[src/rtl/sign_narrower_pkg.sv]
// Shared widths, saturation constants and FIFO entry type for the 32->16 signed narrower.
package sign_narrower_pkg;
   localparam int W_IN  = 32;
   localparam int W_OUT = 16;
   localparam int DEPTH = 2;
   localparam logic [W_OUT-1:0] SAT_POS = 16'h7FFF;
   localparam logic [W_OUT-1:0] SAT_NEG = 16'h8000;

   typedef struct packed {
      logic [W_OUT-1:0] data;
      logic             ovf;
   } entry_t;

   // Representable iff the top 17 bits are all copies of the sign bit.
   function automatic entry_t narrow(input logic [W_IN-1:0] x, input logic sat);
      entry_t e;
      e.ovf  = (|x[W_IN-1:W_OUT-1]) & ~(&x[W_IN-1:W_OUT-1]);
      e.data = x[W_OUT-1:0];
      if (e.ovf && sat) e.data = x[W_IN-1] ? SAT_NEG : SAT_POS;
      return e;
   endfunction
endpackage

[src/rtl/sign_narrower_if.sv]
// Input/output valid-ready handshake bundle of the sign narrower.
interface sign_narrower_if;
   import sign_narrower_pkg::*;
   logic             in_valid;
   logic             in_ready;
   logic [W_IN-1:0]  in_data;
   logic             sat_en;
   logic             out_valid;
   logic             out_ready;
   logic [W_OUT-1:0] out_data;
   logic             out_ovf;

   modport slave (
      input  in_valid, in_data, sat_en, out_ready,
      output in_ready, out_valid, out_data, out_ovf
   );
   modport master (
      output in_valid, in_data, sat_en, out_ready,
      input  in_ready, out_valid, out_data, out_ovf
   );
endinterface

[src/rtl/sign_narrower_fifo.sv]
// Two-entry FIFO of narrowed results; 1-bit pointers, occupancy counter.
module narrow_fifo2
   import sign_narrower_pkg::*;
#(
   parameter int DEPTH = 2
) (
   input  logic   clk,
   input  logic   rst_n,
   input  logic   push,
   input  logic   pop,
   input  entry_t wdata,
   output entry_t rdata,
   output logic   full,
   output logic   empty
);
   entry_t     mem [DEPTH];
   logic       wr_ptr;
   logic       rd_ptr;
   logic [1:0] count;

   assign full  = (count == 2'(DEPTH));
   assign empty = (count == 2'd0);
   assign rdata = mem[rd_ptr];

   // Memory is cleared on reset so the output bus reads zero while held in reset.
   always_ff @(posedge clk or negedge rst_n) begin
      if (!rst_n) begin
         mem[0] <= '0;
         mem[1] <= '0;
         wr_ptr <= 1'b0;
         rd_ptr <= 1'b0;
         count  <= 2'd0;
      end else begin
         if (push) begin
            mem[wr_ptr] <= wdata;
            wr_ptr      <= ~wr_ptr;
         end
         if (pop) rd_ptr <= ~rd_ptr;
         case ({push, pop})
            2'b10:   count <= count + 2'd1;
            2'b01:   count <= count - 2'd1;
            default: count <= count;
         endcase
      end
   end
endmodule

[src/rtl/sign_narrower.sv]
// Narrows 32-bit signed words to 16 bits (wrap or saturate), buffers them and counts overflows.
module sign_narrower
   import sign_narrower_pkg::*;
#(
   parameter int DEPTH = sign_narrower_pkg::DEPTH
) (
   input  logic             clk,
   input  logic             rst_n,
   sign_narrower_if.slave   bus,
   input  logic             cnt_clr,
   output logic [W_OUT-1:0] ovf_cnt
);
   entry_t nw;
   entry_t head;
   logic   full;
   logic   empty;
   logic   rdy_q;
   logic   push;
   logic   pop;

   // rdy_q keeps in_ready low during reset and the cycle it is released.
   always_ff @(posedge clk or negedge rst_n) begin
      if (!rst_n) rdy_q <= 1'b0;
      else        rdy_q <= 1'b1;
   end

   assign bus.in_ready  = rdy_q & ~full;
   assign bus.out_valid = ~empty;
   assign bus.out_data  = head.data;
   assign bus.out_ovf   = head.ovf;

   assign push = bus.in_valid & bus.in_ready;
   assign pop  = bus.out_valid & bus.out_ready;
   assign nw   = narrow(bus.in_data, bus.sat_en);

   narrow_fifo2 #(.DEPTH(DEPTH)) u_fifo (
      .clk   (clk),
      .rst_n (rst_n),
      .push  (push),
      .pop   (pop),
      .wdata (nw),
      .rdata (head),
      .full  (full),
      .empty (empty)
   );

   // Clear has priority; count sticks at all-ones.
   always_ff @(posedge clk or negedge rst_n) begin
      if (!rst_n)                              ovf_cnt <= '0;
      else if (cnt_clr)                        ovf_cnt <= '0;
      else if (push && nw.ovf && ~&ovf_cnt)    ovf_cnt <= ovf_cnt + 16'd1;
   end
endmodule

[src/flat_wrapper.sv]
// flat-port wrapper written by rule: the top's interface ports become plain ports
module sign_narrower_flat import sign_narrower_pkg::*;
#(
   parameter int DEPTH = sign_narrower_pkg::DEPTH
)
  (clk, rst_n, cnt_clr, ovf_cnt, bus_in_valid, bus_in_data, bus_sat_en, bus_out_ready, bus_in_ready, bus_out_valid, bus_out_data, bus_out_ovf);
  sign_narrower_if bus_i ();
  input  logic clk;
  input  logic rst_n;
  input  logic cnt_clr;
  output logic [W_OUT-1:0] ovf_cnt;
  input wire logic [$bits(bus_i.in_valid)-1:0] bus_in_valid;
  input wire logic [$bits(bus_i.in_data)-1:0] bus_in_data;
  input wire logic [$bits(bus_i.sat_en)-1:0] bus_sat_en;
  input wire logic [$bits(bus_i.out_ready)-1:0] bus_out_ready;
  output wire logic [$bits(bus_i.in_ready)-1:0] bus_in_ready;
  output wire logic [$bits(bus_i.out_valid)-1:0] bus_out_valid;
  output wire logic [$bits(bus_i.out_data)-1:0] bus_out_data;
  output wire logic [$bits(bus_i.out_ovf)-1:0] bus_out_ovf;
  assign bus_i.in_valid = bus_in_valid;
  assign bus_i.in_data = bus_in_data;
  assign bus_i.sat_en = bus_sat_en;
  assign bus_i.out_ready = bus_out_ready;
  assign bus_in_ready = bus_i.in_ready;
  assign bus_out_valid = bus_i.out_valid;
  assign bus_out_data = bus_i.out_data;
  assign bus_out_ovf = bus_i.out_ovf;
  sign_narrower #(.DEPTH(DEPTH)) u_core (.clk(clk), .rst_n(rst_n), .bus(bus_i), .cnt_clr(cnt_clr), .ovf_cnt(ovf_cnt));
endmodule
[config.mk]
export PLATFORM = sky130hd
export DESIGN_NAME = sign_narrower_flat
export DESIGN_NICKNAME = d
export VERILOG_FILES = /design/src/rtl/sign_narrower_pkg.sv /design/src/rtl/sign_narrower_if.sv /design/src/rtl/sign_narrower_fifo.sv /design/src/rtl/sign_narrower.sv /design/src/flat_wrapper.sv
export SDC_FILE = /design/constraint.sdc
export NUM_CORES = 1
export LEC_CHECK = 0
export BUFFER_PORTS_ARGS = -buffer_cell sky130_fd_sc_hd__buf_2
export CAP_MARGIN = 20
export CORE_MARGIN = 3
export CORE_UTILIZATION = 52
export DETAILED_ROUTE_END_ITERATION = 10
export PLACE_DENSITY = 0.84
export SKIP_LAST_GASP = 1
export SLEW_MARGIN = 5
export SYNTH_ARGS = -nofsm -noshare
export SYNTH_HDL_FRONTEND = slang
export SYNTH_SLANG_ARGS = --single-unit
[constraint.sdc]
create_clock -name clk -period 2.44 [get_ports clk]
set_input_delay 0.366 -clock clk [delete_from_list [all_inputs] [get_ports clk]]
set_output_delay 0.366 -clock clk [all_outputs]
set_load 0.05 [all_outputs]
==> flow_summary.toml, run 1 <==
[outcome]
outcome = "finished clean"

[timing]
finalCritPeriodShare_pct = 89.1
grt_setup_unrepaired = "no"
tightest_slew_ns = 0.691
holdWs_ns = 0.0941
maxSlewViolCount = 0
slew-limit-headroom_pct = 54.0
max_freq_ghz = 0.460
fin_worst_skew_ns = 0.00717
setup_viol = 0
period_needed_ns = 2.17
finalHoldViolations = 0
setup-tns-final_ns = 0

[job]
drv_cap = 0

[synth]
synth_top_area_share_pct = 50.0
synth-async-reset-ratio_pct = 100
synth.distinct_cells = 31
yosys_warnings = 0
synth-simple-area-share_pct = 20.9
synth_area_per_cell_um2 = 9.90
synth_edf_count = 0
synth_area_leaders = "dfrtp_1, a31oi_1, mux2_2, nor2_1, nand4_1"
synth_xor_xnor_area_share_pct = 3.50
ys_ff_latch = 55
synthAdderAreaFrac_pct = 0.910
yosysTopAreaCell = "dfrtp_1"
synth_cells = 278
synth_compound_area_share_pct = 12.6
synth_top_family_by_area = "simple AND/OR/NAND/NOR gates"
synth-seq-area-share_pct = 50.0
synth.cell_area_mm2 = 0.00275
muxShareOfSynthArea_pct = 7.32
ys.flop_type = "dfrtp_1"
synthesis.nets = 318

[cts]
post_cts.repair.setup_buffers = 0
htreeDepth = 2
cts_buffer_depth = 2
clk_pin_slew_ns = 0.09
cts_tree = "built"
cts_hold_buf = 0
cts_sinks = 55
cts_root_buffer = "clkbuf_8"
postCtsResizedCells = 0
numCtsBuffers = 5
clk_latency_ns = 0.31

[hold_path]
hp-class = "in2async"

[routing]
vias_per_cell = 5.73
antenna_left = 0
routedWlPerCell_um = 14.5
routed_wl_mm = 6.00
drc = 0
drt_iter0_markers = 223
vias = 2376
firstDrtPassIters = 5

[global_routing]
grt_pass1_wl_mm = 10.2
grt_pass1_vias = 2228
grt-ovfl-total = 0
antenna_found_initial = 0
grt_max_degree = 35
grtUsageTotal_pct = 20.5

[worst_setup_path]
crit_slowest_cell = "or4_1"
cp_max_fo = 19
rr_startpoint = "u_core.ovf_cnt[0]"
cp_data_required_time_ns = 2.67
cp.arrival_ns = 2.40
rr_endpoint = "u_core.ovf_cnt[9]"
worst_setup_path_end_kind = "flop"
startpoint_type = "flop"
critPathKind = "reg2reg"
worstPathCellList = "ha_1, and3_1, and3_1, nand4_2, nand3_4, or4_1, a21oi_1"
r2r_cells = 7
crit_top_cell = "and3_1"
rrSetupSlack_ns = 0.27
critPathMaxStageDelay_ns = 0.51

[floorplanning]
core_mm2 = 0.00491
num_io_pins = 73
rows = 25
initial_core_util_pct = 56.0
die_h_um = 78.7
die_w_um = 78.7
dieArea_mm2 = 0.00620

[layout]
multi_input_area_mm2 = 0.00125
antenna_cells = 0
nets = 387
finish.utilization_pct = 66.9
layout_common_cells = "buf_2, dfrtp_1, nor2_1"
seq_area_mm2 = 0.00138
n_fill_cell = 399
final_common_cell = "buf_2"
area_growth_pct = 19.5
drive_gt1_share_pct = 31.6

[power_and_ir_drop]
p_leak_nw = 1.50
p_per_area_mw_per_mm2 = 1260
ir_worst_vdd_uv = 707
power_w = 0.00413

[placement]
port_buffers = 72
gp_congestion = 0.801
dpl.hpwl_mm = 4.19
logic make-up after synthesis:
group	count (synthesis)
compound gates	54
xor+xnor	11
fa+ha+maj	2
buf+inv	22
flops	55
mux	18
other cells	1
simple gates	115
final cells by class:
| class | instances | share of cell area, % |
|---|---|---|
| Timing Repair Buffer | 79 | 12.9 |
| Tap cell | 67 | 2.55 |
| Clock inverter | 2 | 1.83 |
| Clock buffer | 6 | 2.21 |
| Multi-Input combinational cell | 201 | 38.0 |
| Sequential cell | 55 | 41.9 |
| Inverter | 5 | 0.571 |
metrics by stage:
| stage | instance area, um2 | setup WS, ns | std cells |
|---|---|---|---|
| floorplan | 2750 | 0.125 | 278 |
| finish | 3290 | 0.265 | 415 |
| detailed placement | 3150 | 0.0624 | 407 |
| CTS | 3290 | 0.292 | 415 |
| global route | 3290 | 0.138 | 415 |
| global placement | 3150 | 0.209 | 407 |
cells in the mapped netlist, types with 2 or more instances:
master	number
nand3_1	8
xnor2_1	4
xor2_1	7
nand3_4	2
nand4_1	13
dfrtp_1	55
o21ai_0	7
o31ai_1	4
nor2_1	47
nand2_1	21
buf_6	6
mux2_2	17
ha_1	2
a31oi_1	32
or4_1	5
clkbuf_1	10
nor4_1	4
and3_1	7
a21oi_1	8
or3_1	4
inv_1	5
worst max path at each step:
stage / startpoint / to / slack [ns] / depth (start not counted)
6_report: u_core.ovf_cnt[0] / u_core.ovf_cnt[9] / 0.27 / 7
5_1_grt: u_core.ovf_cnt[0] / u_core.ovf_cnt[14] / 0.14 / 7
4_1_cts: u_core.ovf_cnt[0] / u_core.ovf_cnt[9] / 0.29 / 7
3_5_place_dp: bus_in_data[16] / u_core.ovf_cnt[14] / 0.06 / 8
3_3_place_gp: bus_in_data[16] / u_core.ovf_cnt[14] / 0.21 / 8
2_1_floorplan: u_core.u_fifo.rd_ptr / bus_out_ovf / 0.12 / 3
state kept, by name, summed over array words and instances (netlist names):
name                  count
u_core.u_fifo.mem        34
u_core.ovf_cnt           16
u_core.u_fifo.count       2
u_core.rdy_q              1
u_core.u_fifo.rd_ptr      1
u_core.u_fifo.wr_ptr      1
critical path: cells and delay by family (launching register included):
kind	cells	cell delay, ns
adders and majority gates	1	0.23
and+or+nand+nor	5	1.29
DFF	1	0.42
AOI/OAI and AO/OA	1	0.16
layer usage:
layer | wire length [um] | up-vias | global-route usage [%]
met5 | 0 | - | 0
met2 | 3010 | 82 | 34.1
li1 | - | 1145 | -
met3 | 302 | 5 | 4.20
met4 | 57 | 0 | 6.12
met1 | 2630 | 1144 | 27.2
power breakdown:
part | switching (W) | internal [W]
logic | 0.00139 | 0.000638
clock network | 0.000282 | 0.000410
registers | 0.000169 | 0.00123
total | 0.00184 | 0.00228
No activity file was read; power rests on OpenSTA's default activity.
==> run 2, diff against run 1 <==
- BUFFER_PORTS_ARGS: -buffer_cell sky130_fd_sc_hd__buf_2 -> default
- CAP_MARGIN: 20 -> default
- CORE_UTILIZATION: 52 -> 63
- DONT_BUFFER_PORTS: default -> 1
==> run 2 against run 1 <==
Design area decreased by 8.3%. Utilization increased by 6.3 points. Sequential power barely moved. Routed wire length fell by 1.4%. Clock power fell by 27%. Register-to-register slack improved by 0.06 ns. Combinational power down 9%. Worst hold slack improved by 0.011 ns. Non-clock buffer count decreased by 55. Global-route usage is 3.7 points higher. Clock-buffer cell count unchanged. Critical path type unchanged.
==> flow_summary.toml, run 2 (synthesized netlist as in run 1, its figures left out) <==
[outcome]
outcome = "finished clean"

[floorplanning]
initial_core_util_pct = 66.9
num_io_pins = 73
die_w_um = 72.1
core_mm2 = 0.00412
dieArea_mm2 = 0.00520
die_h_um = 72.1
rows = 23

[power_and_ir_drop]
p_per_area_mw_per_mm2 = 1250
power_w = 0.00376
ir_worst_vdd_uv = 611
p_leak_nw = 1.27

[cts]
cts_buffer_depth = 2
cts_sinks = 55
post_cts.repair.setup_buffers = 0
clk_pin_slew_ns = 0.10
postCtsResizedCells = 0
cts_hold_buf = 2
cts_tree = "built"
cts_root_buffer = "clkbuf_8"
htreeDepth = 2
numCtsBuffers = 5
clk_latency_ns = 0.31

[routing]
vias = 2163
drc = 0
firstDrtPassIters = 4
antenna_left = 0
routedWlPerCell_um = 17.2
drt_iter0_markers = 220
routed_wl_mm = 5.92
vias_per_cell = 6.31

[worst_setup_path]
path_buf_inv = 0
startpoint_type = "flop"
cp_max_fo = 19
critPathMaxStageDelay_ns = 0.52
crit_top_cell = "and3_1"
worst_setup_path_end_kind = "flop"
cp_data_required_time_ns = 2.68
cpLargestDelayFamily = "simple AND/OR/NAND/NOR gates"
crit_slowest_cell = "or4_1"
cp.arrival_ns = 2.35
critPathKind = "reg2reg"
worstPathCellList = "ha_1, and3_1, and3_1, nand4_2, nand3_4, or4_1, a21oi_1"

[hold_path]
hp-class = "in2reg"

[timing]
maxSlewViolCount = 0
period_needed_ns = 2.11
tightest_slew_ns = 0.527
fin_worst_skew_ns = 0.00470
setup-tns-final_ns = 0
holdWs_ns = 0.105
finalHoldViolations = 0
setup_viol = 0
grt_setup_unrepaired = "no"
finalCritPeriodShare_pct = 86.6
slew-limit-headroom_pct = 64.8
max_freq_ghz = 0.473
worst_slack_ns = 0.327

[layout]
drive_gt1_share_pct = 18.4
antenna_cells = 0
final_common_cell = "dfrtp_1"
area_growth_pct = 9.50
n_fill_cell = 321
largest_reg_flops = 34
top_regs = "u_core.u_fifo.mem: 34 flops, u_core.ovf_cnt: 16 flops, u_core.u_fifo.count: 2 flops"
nets = 332
layout_common_cells = "dfrtp_1, nor2_1, a31oi_1"
regMostFlops = "u_core.u_fifo.mem"

[global_routing]
grt_pass1_vias = 2156
grt-ovfl-total = 0
grt_pass1_wl_mm = 9.88
antenna_found_initial = 0
grt_max_degree = 56
grtUsageTotal_pct = 24.2

[job]
drv_cap = 0

[placement]
gp_congestion = 0.826
port_buffers = 0
place_ws_ns = 0.225
dpl.hpwl_mm = 4.14
-- run 2: cell count changes in the layout (fill, tap and decap cells not counted), moves of 2 or more --
cell,previous run,this run
buf_4,6,21
clkinv_4,0,2
buf_2,72,0
bufinv_16,2,0
-- run 2: metal layers --
layer | share of wire (%) | GRT usage, %
met3 | 8.5 | 6.79
met2 | 49 | 39.5
met1 | 42 | 31.2
met5 | 0 | 0
met4 | 0.98 | 7.93
-- run 2: layout make-up --
class | instances | area (um2) | area share [%]
Timing Repair Buffer | 24 | 215 | 7.14
Clock buffer | 6 | 72.6 | 2.41
Sequential cell | 55 | 1380 | 45.7
Tap cell | 50 | 62.6 | 2.08
Inverter | 5 | 18.8 | 0.623
Clock inverter | 2 | 17.5 | 0.581
Multi-Input combinational cell | 201 | 1250 | 41.5
-- run 2: power by group --
part           total (W)  switching [W]  internal, W
Combinational    0.00184        0.00132     0.000516
Clock           0.000504       0.000297     0.000207
Sequential       0.00142       0.000184      0.00123
Total            0.00376        0.00180      0.00196
-- run 2: path summary, 6_finish.rpt --
path	end	cells after the start	startpoint	slack (ns)
setup / recovery	u_core.ovf_cnt[13]	7	u_core.ovf_cnt[0]	0.33
hold / removal	u_core.ovf_cnt[7]	1	cnt_clr	0.11
setup reg to reg	u_core.ovf_cnt[13]	7	u_core.ovf_cnt[0]	0.33
hold reg to reg	u_core.u_fifo.wr_ptr	1	u_core.u_fifo.wr_ptr	0.54
max in group asynchronous	u_core.u_fifo.mem[7]	2	rst_n	1.65
min in group asynchronous	u_core.u_fifo.wr_ptr	2	rst_n	0.57
-- run 2: stage by stage --
stage,std cells,cell area [um2],util [%]
2_1_floorplan,278,2750,-
3_3_place_gp,333,2890,70.1
3_5_place_dp,333,2890,70.1
4_1_cts,343,3010,73.2
5_1_grt,343,3010,73.2
6_report,343,3010,73.2
==> run 3, diff against run 2 <==
- CORE_UTILIZATION: 63 -> 60
- PLACE_DENSITY: 0.84 -> 0.81
==> run 3 against run 2 <==
Maximum frequency decreased by 5.0%. Clock power about the same. Clock-buffer cell count unchanged. Sequential power about the same. Utilization decreased by 2.0 points. Critical path depth unchanged. Clock skew increased by 0.0037 ns. Global-route usage decreased by 0.61 points. Setup slack got worse by 0.11 ns. Sequential share of layout area increased by 0.31 points. Design area decreased by 0.66%. Largest cell class unchanged. Largest power group unchanged.
==> flow_summary.toml, run 3 (synthesized netlist as in run 1, its figures left out) <==
[timing]
setup-tns-final_ns = 0
finalCritPeriodShare_pct = 91.1
fin_worst_skew_ns = 0.00838
finalHoldViolations = 0
period_needed_ns = 2.22
setup_viol = 0
maxSlewViolCount = 0
holdWs_ns = 0.108
grt_setup_unrepaired = "no"
max_freq_ghz = 0.450
slew-limit-headroom_pct = 61.7
tightest_slew_ns = 0.575

[outcome]
outcome = "finished clean"

[worst_setup_path]
crit_cells = 7
crit_slowest_cell = "or4_1"
rr_endpoint = "u_core.ovf_cnt[9]"
cp_data_required_time_ns = 2.67
startpoint_type = "flop"
rr_startpoint = "u_core.ovf_cnt[0]"
cp_max_fo = 19
rrSetupSlack_ns = 0.22
critPathKind = "reg2reg"
r2r_cells = 7
worst_setup_path_end_kind = "flop"
crit_top_cell = "and3_1"
critPathMaxStageDelay_ns = 0.53
cpLargestDelayFamily = "simple AND/OR/NAND/NOR gates"
path_buf_inv = 0
worstPathCellList = "ha_1, and3_1, and3_1, nand4_2, nand3_4, or4_1, a21oi_1"
cp.arrival_ns = 2.46

[hold_path]
min_delay_worst_endpoint = "u_core.ovf_cnt[6]"
hp-class = "in2reg"
min-delay-start = "cnt_clr"
min_path_cells = 1

[floorplanning]
dieArea_mm2 = 0.00543
num_io_pins = 73
die_w_um = 73.7
initial_core_util_pct = 65.5
die_h_um = 73.7
rows = 23
core_mm2 = 0.00420

[routing]
vias = 2189
firstDrtPassIters = 5
drc = 0
routedWlPerCell_um = 17.5
antenna_left = 0
routed_wl_mm = 5.98
vias_per_cell = 6.40
drt_iter0_markers = 228

[layout]
nets = 331
antenna_cells = 0
n_fill_cell = 338
largest_reg_flops = 34
finalInstanceArea_mm2 = 0.00299
drive_gt1_share_pct = 18.2
area_growth_pct = 8.78
layout_common_cells = "dfrtp_1, nor2_1, a31oi_1"
top_regs = "u_core.u_fifo.mem: 34 flops, u_core.ovf_cnt: 16 flops, u_core.u_fifo.count: 2 flops"
regMostFlops = "u_core.u_fifo.mem"
final_common_cell = "dfrtp_1"

[power_and_ir_drop]
p_per_area_mw_per_mm2 = 1250
clkPwrFrac_pct = 13.5
p_leak_nw = 1.26
intPower_w = 0.00195
ir_worst_vdd_uv = 930
comb_power_share_pct = 48.5
pwr-share-seq_pct = 38.0
switching_share_pct = 47.9
p_sw_w = 0.00180

[global_routing]
grtUsageTotal_pct = 23.6
grt-ovfl-total = 0
grt_max_degree = 56
grt_pass1_wl_mm = 9.91
antenna_found_initial = 0
grt_pass1_vias = 2213

[cts]
cts_sinks = 55
clk_latency_ns = 0.31
numCtsBuffers = 5
cts_tree = "built"
htreeDepth = 2
post_cts.repair.setup_buffers = 0
clk_pin_slew_ns = 0.09
cts_buffer_depth = 2
cts_root_buffer = "clkbuf_8"

[placement]
dpl.hpwl_mm = 4.07
port_buffers = 0
postPlaceCellArea_mm2 = 0.00287
gp_congestion = 0.809

[job]
drv_cap = 0
run 3: layout make-up:
cell class                      instances  area [um2]  area share [%]
Clock buffer                            6        72.6            2.42
Clock inverter                          2        17.5           0.585
Inverter                                5        18.8           0.627
Multi-Input combinational cell        201        1250            41.8
Sequential cell                        55        1380            46.0
Tap cell                               50        62.6            2.09
Timing Repair Buffer                   23         195            6.52
run 3: stage by stage:
step | power [W] | instances | worst slack (ns) | utilization [%]
6_report | 0.00375 | 342 | 0.217 | 71.2
5_1_grt | 0.00398 | 342 | 0.103 | 71.2
4_1_cts | 0.00376 | 342 | 0.227 | 71.2
3_5_place_dp | 0.00324 | 332 | 0.187 | 68.2
3_3_place_gp | 0.00320 | 332 | 0.276 | 68.2
2_1_floorplan | 0.00302 | 278 | 0.125 | -
run 3: worst max path at each step:
stage	slack, ns	startpoint	to
6_report	0.22	u_core.ovf_cnt[0]	u_core.ovf_cnt[9]
5_1_grt	0.10	u_core.ovf_cnt[0]	u_core.ovf_cnt[9]
4_1_cts	0.23	u_core.ovf_cnt[0]	u_core.ovf_cnt[9]
3_5_place_dp	0.19	bus_in_data[24]	u_core.u_fifo.mem[29]
3_3_place_gp	0.28	bus_in_data[24]	u_core.u_fifo.mem[9]
2_1_floorplan	0.12	u_core.u_fifo.rd_ptr	bus_out_ovf
run 3: timing repair:
action	4_1_cts	5_1_grt
hold endpoints to repair	55	0
endpoints found under the setup margin	0	0
resized for setup	0	0
hold buffers	2	0
run 3: routing by layer:
layer  GRT usage (%)  vias up  routed length (um)
met5               0        -                   0
met4            9.26        0                  92
met3            6.57        9                 525
met2            38.7       85                2850
met1            29.4     1060                2500
li1                -     1035                   -
run 3: power groups by stage:
| stage | clock network [W] | registers [W] | logic (W) |
|---|---|---|---|
| 2_1_floorplan | 0 | 0.00139 | 0.00163 |
| 3_3_place_gp | 0 | 0.00142 | 0.00178 |
| 3_5_place_dp | 0 | 0.00144 | 0.00180 |
| 4_1_cts | 0.000513 | 0.00142 | 0.00183 |
| 5_1_grt | 0.000550 | 0.00147 | 0.00196 |
| 6_report | 0.000506 | 0.00142 | 0.00182 |
run 3: worst register-to-register path: cells and delay by family (launching register included):
kind	cells	cell delay, ns
fa+ha+maj	1	0.23
compound gates	1	0.17
simple gates	5	1.35
flops	1	0.40
